$ cat config.mk
export PLATFORM = sky130hd
export DESIGN_NAME = td4_core_param
export DESIGN_NICKNAME = d
export VERILOG_FILES = /design/src/rtl/td4_core_param.sv
export SDC_FILE = /design/constraint.sdc
export NUM_CORES = 1
export LEC_CHECK = 0
export ABC_AREA = 1
export CAP_MARGIN = 5
export CORE_AREA = 2 2 106 108
export CTS_BUF_LIST = sky130_fd_sc_hd__clkbuf_8
export DETAILED_ROUTE_END_ITERATION = 7
export DIE_AREA = 0 0 108 110
export PLACE_DENSITY = 0.8
export SYNTH_ARGS = -nofsm -noshare
export SYNTH_HDL_FRONTEND = slang
export SYNTH_SLANG_ARGS = --single-unit
$ cat constraint.sdc
create_clock -name clock -period 3.75 [get_ports clock]
set_input_delay 0.5625 -clock clock [delete_from_list [all_inputs] [get_ports clock]]
set_output_delay 0.5625 -clock clock [all_outputs]
set_load 0.01 [all_outputs]
$ cat src/rtl/td4_core_param.sv
// td4_core_param: parametrised TD4 core, DATA_W-bit regs, 2^ADDR_W program words.
// Ports: clock/reset, start/stop/step control, prog_* loader, in_port, out_port/out_valid, halted, pc.
module td4_core_param #(
  parameter int DATA_W = 4,
  parameter int ADDR_W = 4
) (
  input  logic              clock,
  input  logic              reset,
  input  logic              start,
  input  logic              stop,
  input  logic              step,
  input  logic              prog_we,
  input  logic [ADDR_W-1:0] prog_addr,
  input  logic [DATA_W+3:0] prog_data,
  input  logic [DATA_W-1:0] in_port,
  output logic [DATA_W-1:0] out_port,
  output logic              out_valid,
  output logic              halted,
  output logic [ADDR_W-1:0] pc
);

  localparam int IW    = DATA_W + 4;
  localparam int DEPTH = 1 << ADDR_W;

  localparam logic [0:0] ST_HALT = 1'b0;
  localparam logic [0:0] ST_RUN  = 1'b1;

  localparam logic [1:0] SRC_ZERO = 2'd0;
  localparam logic [1:0] SRC_A    = 2'd1;
  localparam logic [1:0] SRC_B    = 2'd2;
  localparam logic [1:0] SRC_IN   = 2'd3;

  logic [IW-1:0] mem_q [DEPTH];

  logic [0:0]        state_q, state_d;
  logic [DATA_W-1:0] a_q, a_d;
  logic [DATA_W-1:0] b_q, b_d;
  logic              c_q, c_d;
  logic [ADDR_W-1:0] pc_q, pc_d;
  logic [DATA_W-1:0] out_q, out_d;
  logic              ov_q, ov_d;

  logic [IW-1:0]     instr;
  logic [3:0]        op;
  logic [DATA_W-1:0] imm;
  logic [1:0]        src_sel;
  logic              imm_en;
  logic              wr_a, wr_b, wr_out;
  logic              is_jmp, is_jnc, is_hlt;
  logic [DATA_W-1:0] src;
  logic [DATA_W:0]   sum;
  logic              exec;

  // Fetch is combinational, so a write on the same edge as a step
  // cannot affect the instruction being executed.
  assign instr = mem_q[pc_q];
  assign op    = instr[IW-1:DATA_W];
  assign imm   = instr[DATA_W-1:0];

  always_comb begin
    src_sel = SRC_ZERO;
    imm_en  = 1'b1;
    wr_a    = 1'b0;
    wr_b    = 1'b0;
    wr_out  = 1'b0;
    is_jmp  = 1'b0;
    is_jnc  = 1'b0;
    is_hlt  = 1'b0;
    case (op)
      4'b0000: begin src_sel = SRC_A;  wr_a = 1'b1; end
      4'b0101: begin src_sel = SRC_B;  wr_b = 1'b1; end
      4'b0011: begin wr_a = 1'b1; end
      4'b0111: begin wr_b = 1'b1; end
      4'b0001: begin src_sel = SRC_B;  wr_a = 1'b1; end
      4'b0100: begin src_sel = SRC_A;  wr_b = 1'b1; end
      4'b0010: begin src_sel = SRC_IN; wr_a = 1'b1; end
      4'b0110: begin src_sel = SRC_IN; wr_b = 1'b1; end
      4'b1001: begin src_sel = SRC_B;  wr_out = 1'b1; end
      4'b1011: begin wr_out = 1'b1; end
      4'b1111: begin is_jmp = 1'b1; end
      4'b1110: begin is_jnc = 1'b1; end
      4'b1000: begin imm_en = 1'b0; is_hlt = 1'b1; end
      default: begin imm_en = 1'b0; end
    endcase
  end

  always_comb begin
    case (src_sel)
      SRC_A:   src = a_q;
      SRC_B:   src = b_q;
      SRC_IN:  src = in_port;
      default: src = '0;
    endcase
    sum = {1'b0, src} + {1'b0, (imm_en ? imm : {DATA_W{1'b0}})};
  end

  // stop suppresses any execute on its edge, including a step.
  assign exec = !stop && ((state_q == ST_RUN) || step);

  always_comb begin
    state_d = state_q;
    a_d     = a_q;
    b_d     = b_q;
    c_d     = c_q;
    pc_d    = pc_q;
    out_d   = out_q;
    ov_d    = 1'b0;
    if (exec) begin
      c_d = sum[DATA_W];
      if (wr_a)   a_d   = sum[DATA_W-1:0];
      if (wr_b)   b_d   = sum[DATA_W-1:0];
      if (wr_out) out_d = sum[DATA_W-1:0];
      ov_d = wr_out;
      // JNC tests the carry held before this edge.
      if (is_jmp || (is_jnc && !c_q))
        pc_d = imm[ADDR_W-1:0];
      else
        pc_d = pc_q + ADDR_W'(1);
    end
    if (state_q == ST_HALT && start) state_d = ST_RUN;
    if (exec && is_hlt)              state_d = ST_HALT;
    if (stop)                        state_d = ST_HALT;
  end

  always_ff @(posedge clock or posedge reset) begin
    if (reset) begin
      state_q <= ST_HALT;
      a_q     <= '0;
      b_q     <= '0;
      c_q     <= 1'b0;
      pc_q    <= '0;
      out_q   <= '0;
      ov_q    <= 1'b0;
    end else begin
      state_q <= state_d;
      a_q     <= a_d;
      b_q     <= b_d;
      c_q     <= c_d;
      pc_q    <= pc_d;
      out_q   <= out_d;
      ov_q    <= ov_d;
    end
  end

  // Program memory survives reset.
  always_ff @(posedge clock) begin
    if (prog_we && state_q == ST_HALT)
      mem_q[prog_addr] <= prog_data;
  end

  assign out_port  = out_q;
  assign out_valid = ov_q;
  assign halted    = (state_q == ST_HALT);
  assign pc        = pc_q;

endmodule

After elaboration in Yosys (flattened, before gate mapping)
Memory sizes are Yosys's and may differ from the RTL's.
Cells that the tools add are included.
Widths: inputs -> output; s select.
{ "totals": {"register_bits": 19, "latchBits": 0, "ram_bits": 128, "romBits": 0, "in_bits": 22, "out_inout_bits": 10, "n_memories": 1} }
{ "op_classes": {"add_sub_neg": 2, "multipliers": 0, "div": 0, "magnitude_cmp": 0, "n_eq_ne": 15, "shifts": 0, "n_mux": 17, "bitwise": 1, "reduce_logical": 21} }
{ "memory_table": {"columns": ["name", "depth", "width", "read_ports", "rd_ports_with_merged_regs", "wr", "line_no", "rtl"], "rows": [
  ["mem_q", 16, 8, 1, 0, 1, "33", "logic [IW-1:0] mem_q [DEPTH];"]
]} }
{ "op_table": {"columns": ["op", "n"], "rows": [
  ["$eq 4x4->1 const B", 5],
  ["$eq 4x3->1 const B", 4],
  ["$mux 1", 13],
  ["$pmux 4 s3", 1],
  ["$reduce_or 12->1", 1],
  ["$eq 4x2->1 const B", 2],
  ["$mux 4", 2],
  ["$reduce_or 4->1", 2],
  ["$pmux 2 s3", 1],
  ["$reduce_and 2->1", 3],
  ["$reduce_or 2->1", 3],
  ["$add 4x4->5", 1],
  ["$logic_and 1x1->1", 5],
  ["$add 4x1->4 const B", 1],
  ["$eq 2x2->1 const B", 2],
  ["$eq 4x1->1 const B", 1],
  ["$logic_not 4->1", 1],
  ["$reduce_bool 3->1", 1],
  ["$reduce_or 3->1", 1],
  ["$eq 2x1->1 const B", 1],
  ["$logic_not 1->1", 2],
  ["$logic_or 1x1->1", 2],
  ["$not 1->1", 1]
]} }

Longest topological paths before layout
An unclocked memory read counts as a cell.
{ "logic_depth": {"word_depth": 7, "mapped_depth": 20, "ltp_nobuf": 18} }

Worst setup path after synthesis
Ideal clock, no wire load.
{ "synth_timing": {"path_type": "reg2reg", "startpoint": "register pc_q[1], in the netlist pc[1]", "endpoint": "register a_q[2]", "setup_ps": 126, "t_arrival_ps": 2489, "required_time_ps": 3624, "setup_slack_ps": 1135, "path_stages_with_launch": 18, "n_path_buf": 2, "period_less_slack_ps": 2615, "cell_sequence": "dfrtp_1 buf_6 inv_2 buf_2 o211ai_1 nand3_1 nand3_2 nand2_4 nand2_8 nand2_2 nor2_4 nand2_1 nand3_1 ha_1 fa_1 xor2_1 inv_1 o21ai_0"} }
{ "synth_between": {"elab_chain_cells": 7} }
{ "synth_rtl": {"columns": ["item", "line_no", "rtl"], "rows": [
  ["start, declared", "39", "logic [ADDR_W-1:0] pc_q, pc_d;"],
  ["start signal, assigned", "139", "pc_q <= pc_d;"],
  ["$mem_v2 16x8 (*)", null, null],
  ["$eq 4x4->1, or another cell as far along", "69", "case (op)"],
  ["$reduce_or 3->1 (no line) or $reduce_or 2->1 (tied branches)", null, null],
  ["$pmux 2 s3", "69", null],
  ["$eq 2x2->1 or $eq 2x1->1 (tied branches)", "88", "case (src_sel)"],
  ["$pmux 4 s3", "88", null],
  ["$add 4x4->5", "94", "sum = {1'b0, src} + {1'b0, (imm_en ? imm : {DATA_W{1'b0}})};"],
  ["end signal, assigned", "128", "a_q <= '0;"],
  ["end signal, assigned", "136", "a_q <= a_d;"],
  ["end, declared", "36", "logic [DATA_W-1:0] a_q, a_d;"]
]} }
Every way passes the cells marked *; elsewhere a longest branch is shown, timed or not.
A chain may end at the register's enable or synchronous reset.

Worst setup path after layout
{ "layout_timing": {"startpoint": "register pc_q[0], in the netlist pc[0]", "endpoint": "register b_q[3]"} }
{ "layout_between": {"elab_chain_cells": 7} }
{ "layout_rtl": {"columns": ["item", "line_no", "rtl"], "rows": [
  ["$mem_v2 16x8 (*)", null, null],
  ["$eq 4x4->1, or another cell as far along", "69", null],
  ["$reduce_or 3->1 (no line) or $reduce_or 2->1 (tied branches)", null, null],
  ["$pmux 2 s3", "69", null],
  ["$eq 2x2->1 or $eq 2x1->1 (tied branches)", "88", null],
  ["$pmux 4 s3", "88", null],
  ["$add 4x4->5", "94", null],
  ["end signal, assigned", "129", "b_q <= '0;"],
  ["end signal, assigned", "137", "b_q <= b_d;"],
  ["end, declared", "37", "logic [DATA_W-1:0] b_q, b_d;"]
]} }
Marked as above.

==> results.tsv <==
stage	metric	value	unit
status	status	completed	
placement	routability cong.	0.876	
layout	multi-input logic area	1820	um2
worst_setup_path	reg-to-reg endpoint	b_q[3]	
hold_path	Hold Path Class	register to register	
clocking	H-tree depth	4	
pwr	Pint	0.00335	W
grt	GRT Overall Usage	25.7	%
pwr	Logic pwr share	41.8	%
clocking	post-CTS setup buffers	0	
layout	commonest non-fill, non-tap cell in the layout	edfxtp_1	
logic_synthesis	Mapped Area	6460	um2
timing	# setup viols final	0	
pwr	Peak VDD IR	0.517	mV
grt	met3 usage	7.47	%
die	I/O pin total	32	
timing	Clock Skews	0.0120	ns
clocking	CTS Root Cell	clkbuf_8	
route	DRC viols	0	
layout	synthesis-to-finish area growth	12.2	%
layout	FILL cells	777	
pwr	switching portion of total power	40.3	%
clocking	Hold-fix buffers, CTS	0	
timing	setup ws final	0.444	ns
route	WL final	14300	um
route	Vias per Instance	5.82	
route	1st-iter DRT viols	461	
timing	fin. max-slew vios	0	
logic_synthesis	Main synth FF type	edfxtp_1	
worst_setup_path	Setup CP Type	register to register	
die	initial core utilization	60.4	%
logic_synthesis	Yosys cell types	36	
die	die area	11900	um2
pwr	Pwr Density	773	nW/um2
die	Core ar.	10700	um2
layout	most frequent cells in the layout	edfxtp_1, nand2_1, nor2_1	
logic_synthesis	Ys Warns	0	
timing	RSZ-0062 raised after global routing	false	
timing	Hold Vio Cnt, Final	0	
pwr	Clk pwr share	23.3	%
timing	Final period util	88.1	%
placement	Post-DP HPWL	8940	um
logic_synthesis	Synth Register Bits	147	
timing	worst slew pin tran	0.969	ns
clocking	post_cts resized	0	
layout	Nets	634	
job	max-cap violations	0	
placement	placed cell area	6830	um2
grt	routing usage on met1	32.3	%
worst_setup_path	crit path launch	pc[0]	
clocking	Num CTS Buffers	17	
worst_setup_path	Worst Path Arrival	3.66	ns
grt	vias in the first global route	4270	
grt	first-pass GRT wire length	21900	um
clocking	Longest Clk Path Bufs	2	
grt	GR peak layer	met2	
placement	IO Port Bufs	31	
worst_setup_path	reg-to-reg slack, setup	0.44	ns
timing	max_slew headroom	35.2	%
grt	met2 Usage GRT	42.3	%
worst_setup_path	CP Max Fanout	77	
logic_synthesis	Synthesized Nets	601	
placement	pre-CTS setup slack	0.494	ns
die	Die H	110	um
worst_setup_path	crit path capture type	register	
pwr	Leak Pwr	2.73	nW
grt	largest net degree at the start of global routing	78	
clocking	CTS tree	yes	
logic_synthesis	number of enable flip-flop cells after synthesis	128	
clocking	clk sinks	147	
worst_setup_path	Worst Path Required	4.11	ns
worst_setup_path	end point of the critical path	b_q[3]	
worst_setup_path	R2R Path Start	pc[0]	
layout	fraction of layout cells with a size suffix above 1	10.0	%
layout	Finished Cell Area	7250	um2
die	row count	38	
timing	Fmax	303	MHz
layout	Register Area	4320	um2
worst_setup_path	Reg2Reg Depth	18	
logic_synthesis	Avg Cell Area, Syn	11.3	um2
clocking	clk slew on worst S/H paths	0.08	ns
layout	# diodes	0	
route	DR pass1 iterations	7	
logic_synthesis	async set or reset register ratio after synthesis	12.9	%
grt	GRT overflow	0	
pwr	net switching power	0.00226	W
clocking	clk_lat worst skew	0.46	ns
logic_synthesis	sequential fraction of the synthesis area	66.8	%
route	antenna viol nets, final	0	
route	wire per inst	18.9	um
die	die width	108	um
worst_setup_path	critical path launch point type	register	
grt	initial antenna violation count	0	
timing	total negative slack	0	ns
route	via count	4405	
logic_synthesis	Post-Syn Instances	573	
timing	fin crit period	3.31	ns
pwr	register share of total power	34.9	%
how the worst min path moves through the flow:
stage / startpoint / end / slack (ns) / depth (start not counted)
finish: out_port[2] / out_port[2] / 0.49 / 2
global route: b_q[1] / b_q[1] / 0.53 / 2
CTS: out_port[2] / out_port[2] / 0.50 / 2
detailed placement: out_port[2] / out_port[2] / 0.48 / 2
global placement: out_port[3] / out_port[3] / 0.47 / 2
floorplan: a_q[0] / a_q[0] / 0.45 / 2
worst max-delay path, stage by stage (launching register included):
cell     delay (ns)
dfrtp_2        0.37
buf_4          0.59
nor2_1         0.11
nor2_1         0.11
o21ai_0        0.10
nand3_1        0.11
nand3_2        0.16
nand2_4        0.20
nand2_8        0.10
nand2_2        0.09
nor2_4         0.05
nand2_1        0.07
nand3_1        0.09
ha_1           0.36
nand3_1        0.09
nand3_1        0.10
xor2_1         0.17
inv_1          0.09
o21ai_0        0.20
layout make-up:
cell class,count,share of cell area [%]
Multi-Input combinational cell,361,25.0
Inverter,40,2.11
Timing Repair Buffer,39,5.11
Clock buffer,17,3.23
Tap cell,140,2.42
Clock inverter,13,2.52
Sequential cell,147,59.6
cells by family after synthesis:
group	count (synthesis)	share of synthesized area, %
flip-flops	147	66.8
AND/OR/NAND/NOR	263	18.4
AO/OA/AOI/OAI	88	7.90
buffers and inverters	65	5.09
adder cells (fa/ha/maj)	6	1.28
XOR/XNOR	4	0.542
flip-flops by register name, summed over array words and instances, names as in the netlist:
register and count:
a_q 4, c_q 1, out_port 4, b_q 4
pc 4, mem_q 128, state_q 1, out_valid 1
power by group through the flow:
stage | logic [W] | clock network (W) | registers, W
floorplan | 0.00178 | 0 | 0.00198
global placement | 0.00222 | 0 | 0.00198
detailed placement | 0.00232 | 0 | 0.00199
CTS | 0.00233 | 0.00132 | 0.00195
global route | 0.00260 | 0.00139 | 0.00196
finish | 0.00234 | 0.00131 | 0.00195
cells in the mapped netlist (2+ instances only):
library cell | n | area, um2
buf_2 | 12 | 60.1
nor2_2 | 2 | 12.5
inv_2 | 3 | 11.3
o211ai_1 | 19 | 143
nand2_1 | 108 | 405
dfrtp_1 | 19 | 475
buf_6 | 7 | 78.8
a21oi_1 | 2 | 10.0
nor2_8 | 2 | 40.0
nor2_1 | 88 | 330
clkbuf_1 | 4 | 15.0
edfxtp_1 | 128 | 3840
nand2_2 | 6 | 37.5
ha_1 | 5 | 62.6
nand3_1 | 47 | 235
o221ai_1 | 3 | 26.3
nand3b_1 | 2 | 15.0
xor2_1 | 3 | 26.3
inv_1 | 36 | 135
o21ai_0 | 48 | 240
o21ai_1 | 12 | 60.1
nand3_2 | 3 | 30.0
per-stage QoR:
stage                     hold slack [ns]  total power (W)  cells  utilization [%]
after floorplan                     0.453          0.00376    573                -
after global placement              0.473          0.00420    727             63.9
after detailed placement            0.484          0.00430    727             63.9
after CTS                           0.500          0.00560    757             67.8
after global routing                0.532          0.00595    757             67.8
final                               0.491          0.00560    757             67.8
layer usage:
layer | part of all wire [%] | routed length, um
met2 | 50 | 7140
met5 | 0 | 0
met4 | 2.4 | 342
met3 | 7.9 | 1140
met1 | 40 | 5670
Power figures use the tool's default switching activity.
==> variant 1 (same flow settings) <==
`ADDR_W`: 4 -> 2.
--- a/src/rtl/td4_core_param.sv
+++ b/src/rtl/td4_core_param.sv
@@ -4,3 +4,3 @@
   parameter int DATA_W = 4,
-  parameter int ADDR_W = 4
+  parameter int ADDR_W = 2
 ) (
Interface: changed (resized pc and prog_addr); port bits go from 32 to 28. The function was not compared with the original's and may differ.
==> variant 1 against the unedited design <==
Global-route usage down 17 points; routed wire length shrank 66%; sequential share of layout area down 14 points; highest routed layer unchanged; power is 59% lower; clock power fell by 71%; largest cell class unchanged; count of clock-buffer cells in the layout decreased by 12; sequential cell count decreased by 98; via count shrank 62%; area after synthesis fell by 62%; setup slack improved by 0.43 ns; final area decreased by 58%.
==> variant 1: results (changes against the unedited design) <==
* Leading cell type in the layout, fill and taps excluded: nand2_1 (was edfxtp_1)
* Maximum fanout along the worst path at 13 (was 77)
* Synth cell types at 33 (was 36)
* Clk Tree Root Cell: clkbuf_8 (unchanged)
* Dpl cell area at 2920 um^2 (was 6830 um^2)
* Static leakage at 1.24 nW (was 2.73 nW)
* Final Non-Filler Cells at 409 (was 757)
* Fill count at 1,111 (was 777)
* Dpl cells at 402 (was 727)
* Setup Skew at 0.00858 ns (was 0.0120 ns)
* Syn_nets at 259 (was 601)
* Largest cells by area after synthesis: edfxtp_1 39%, dfrtp_1 17%, nand2_1 7.4% (was edfxtp_1 59%, dfrtp_1 7.4%, nand2_1 6.3%)
* Drt first pass iters at 5 (was 7)
* Mapped Cells at 234 (was 573)
* CTS buffer count at 5 (was 17)
* Clock Latency Late Sink at 0.31 ns (was 0.46 ns)
* Gpl congestion at 0.822 (was 0.876)
* Maximum vdd drop at 0.000248 V (was 0.000517 V)
* Largest register FFs at 32 (was 128)
* Measured slew at the worst slew-check pin at 0.694 ns (was 0.969 ns)
* Outcome: completed (unchanged)
* Post-DP HPWL at 3640 um (was 8940 um)
* CTS H-tree lvls at 2 (was 4)
* Post-synth EDFFs at 32 (was 128)
* Pre-CTS WS at 0.863 ns (was 0.494 ns)
* Seq/Total Area, Yosys at 56.0% (was 66.8%)
* Async set-reset flop share out of synthesis at 34.7% (was 12.9%)
* Crit path largest cell delay at 0.69 ns (was 0.59 ns)
* Vias/cell at 4.05 (was 5.82)
* Share of layout cells above drive strength 1 at 19.3% (was 10.0%)
* CP Data Arrival Time at 3.11 ns (was 3.66 ns)
* Total GRT Usage at 8.90% (was 25.7%)
* Overall Power at 0.00227 W (was 0.00560 W)
* Hold Path Class: flip-flop to flip-flop (unchanged)
* Largest net degree at the start of global routing at 18 (was 78)
* Vias in the first global route at 1,706 (was 4,270)
* Drt initial violations at 67 (was 461)
* Top cells by count, synth: 49 x nand2_1, 32 x edfxtp_1, 24 x inv_1 (was 128 x edfxtp_1, 108 x nand2_1, 88 x nor2_1)
* Combinational power share at 51.2% (was 41.8%)
* Register share of total power at 32.2% (was 34.9%)
* CP max stage cell: dfrtp_1 (was buf_4)
* Max Root-Sink Buffers at 2 (unchanged)
* Nets at 294 (was 634)
* Number of buffers added on ports at 27 (was 31)
* WL per Instance at 12.0 um (was 18.9 um)
* Crit path max-delay family: flip-flops (was simple AND/OR/NAND/NOR gates)
* First-pass GRT wire length at 8160 um (was 21,900 um)
* Psw at 0.000976 W (was 0.00226 W)
variant 1: changes by cell type after synthesis, sizes merged, moves of 3 or more:
cell and delta:
nor3 +5, buf -17, inv -11, o221ai -3
o211ai -18, xor2 -3, edfxtp -96, nand2 -50
nor2 -68, nand3 -38, a21oi +3, clkbuf -4
o21ai -38
variant 1: metal layers:
| metal | wire length [um] | track usage (%) | part of all wire (%) |
|---|---|---|---|
| met5 | 0 | 0 | 0 |
| met4 | 74 | 3.48 | 1.5 |
| met3 | 304 | 3.35 | 6.2 |
| met2 | 2400 | 14.7 | 49 |
| met1 | 2120 | 10.6 | 43 |
variant 1: path summary, 6_finish.rpt:
path | start | endpoint | slack, ns | cells after the start
max | pc[1] | b_q[2] | 0.87 | 14
min reg2reg | out_port[2] | out_port[2] | 0.49 | 2
max reg2reg | pc[1] | b_q[2] | 0.87 | 14
max in group asynchronous | reset | b_q[1] | 2.65 | 2
min | out_port[2] | out_port[2] | 0.49 | 2
min in group asynchronous | reset | a_q[0] | 0.66 | 2
variant 1: layout make-up:
class,instances,share of cell area (%)
well taps,140,5.79
clock buffers,5,2.28
clock inverters,2,1.28
inverters,30,4.01
repair buffers,32,10.2
flip-flops and latches,49,45.9
multi-input cells,151,30.6
variant 1: per-stage QoR:
step | utilization (%) | hold WS (ns)
2_1_floorplan | - | 0.450
3_3_place_gp | 27.3 | 0.466
3_5_place_dp | 27.3 | 0.475
4_1_cts | 28.3 | 0.499
5_1_grt | 28.3 | 0.515
6_report | 28.3 | 0.493
variant 1: logic make-up after synthesis:
family / synth area share (%)
and+or+nand+nor: 26.2
DFF: 56.0
buffers and inverters: 6.58
AOI/OAI and AO/OA: 7.28
adders and majority gates: 2.83
xor gates and xnor gates: 1.06
==> variant 2 (same flow settings) <==
Without the edit above. `a_q`, `b_q` and `pc_q` no longer have a reset.
--- a/src/rtl/td4_core_param.sv
+++ b/src/rtl/td4_core_param.sv
@@ -127,6 +127,3 @@
       state_q <= ST_HALT;
-      a_q     <= '0;
-      b_q     <= '0;
       c_q     <= 1'b0;
-      pc_q    <= '0;
       out_q   <= '0;
@@ -135,6 +132,3 @@
       state_q <= state_d;
-      a_q     <= a_d;
-      b_q     <= b_d;
       c_q     <= c_d;
-      pc_q    <= pc_d;
       out_q   <= out_d;
@@ -142,2 +136,8 @@
     end
+  end
+
+  always_ff @(posedge clock) begin
+    a_q  <= a_d;
+    b_q  <= b_d;
+    pc_q <= pc_d;
   end
Formal check against the unedited RTL: not equivalent (a bounded check fails within 4 cycles, from zero or initial values and one cycle with reset high).
==> variant 2 against the unedited design <==
Sequential cell count rose by 4; area after synthesis grew 2.0%; final cell count grew 3.6%; via count rose by 2.8%; final area is 1.7% higher; power barely moved; synthesized cell count increased by 4.7%; setup slack better by 0.19 ns; routed wire length decreased by 1.2%; critical path type unchanged; highest routed layer unchanged.
==> variant 2: results (changes against the unedited design) <==
* Vias in the first global route at 4,379 (was 4,270)
* WL per Instance at 18.0 um (was 18.9 um)
* Mapped Cells at 600 (was 573)
* Top cells by count, synth: 142 x nand2_1, 140 x edfxtp_1, 63 x nor2_1 (was 128 x edfxtp_1, 108 x nand2_1, 88 x nor2_1)
* Register share of total power at 38.6% (was 34.9%)
* Final wirelength at 14,100 um (was 14,300 um)
* Fill count at 768 (was 777)
* Outcome: completed (unchanged)
* Pwr dens at 760 nW/um^2 (was 773 nW/um^2)
* Synth cell types at 29 (was 36)
* Post-Synth Adder-Cell Area at 1.25% (was 1.28%)
* Sw Ratio at 37.8% (was 40.3%)
* CP Data Arrival Time at 3.31 ns (was 3.66 ns)
* First-pass GRT wire length at 22,100 um (was 21,900 um)
* Synth Area in Compound Gates at 5.24% (was 7.90%)
* Hold Path Class: primary input to async pin (was flip-flop to flip-flop)
* Post-DP HPWL at 8860 um (was 8940 um)
* Setup Skew at 0.0127 ns (was 0.0120 ns)
* XOR/XNOR Fraction of Synth Area at 0.531% (was 0.542%)
* Critical Path Sink: b_q[2] (was b_q[3])
* Seq/Total Area, Yosys at 67.6% (was 66.8%)
* Maximum fanout along the worst path at 73 (was 77)
* Largest net degree at the start of global routing at 74 (was 78)
* Largest cells by area after synthesis: edfxtp_1 64%, nand2_1 8.1%, nand3_1 4.5% (was edfxtp_1 59%, dfrtp_1 7.4%, nand2_1 6.3%)
* Maximum vdd drop at 0.000469 V (was 0.000517 V)
* Dpl cells at 752 (was 727)
* Drt initial violations at 531 (was 461)
* Nets at 659 (was 634)
* Share of layout cells above drive strength 1 at 9.47% (was 10.0%)
-- variant 2: cell count changes after synthesis, sizes merged, moves of 3 or more --
cell / delta
inv: +28
dfrtp: -12
o221ai: -3
nand2: +30
and2: +4
nor2: -28
a21oi: +3
edfxtp: +12
dfxtp: +4
o21ai: -28
buf: -3
nand3: +17
-- variant 2: metal layers --
layer	vias to the layer above	wire length [um]	global-route usage, %
li1	2083	-	-
met1	2165	5320	32.3
met2	239	7200	43.9
met3	43	1100	4.53
met4	0	495	13.5
met5	-	0	0
-- variant 2: area by class of cell --
cell class | count | area, um^2 | share of cell area, %
clock inverter | 12 | 134 | 1.82
clock buffer | 20 | 275 | 3.73
timing repair buffer | 36 | 348 | 4.72
tap | 140 | 175 | 2.37
sequential | 151 | 4460 | 60.5
inverter | 68 | 255 | 3.46
multi-input combinational | 357 | 1730 | 23.4
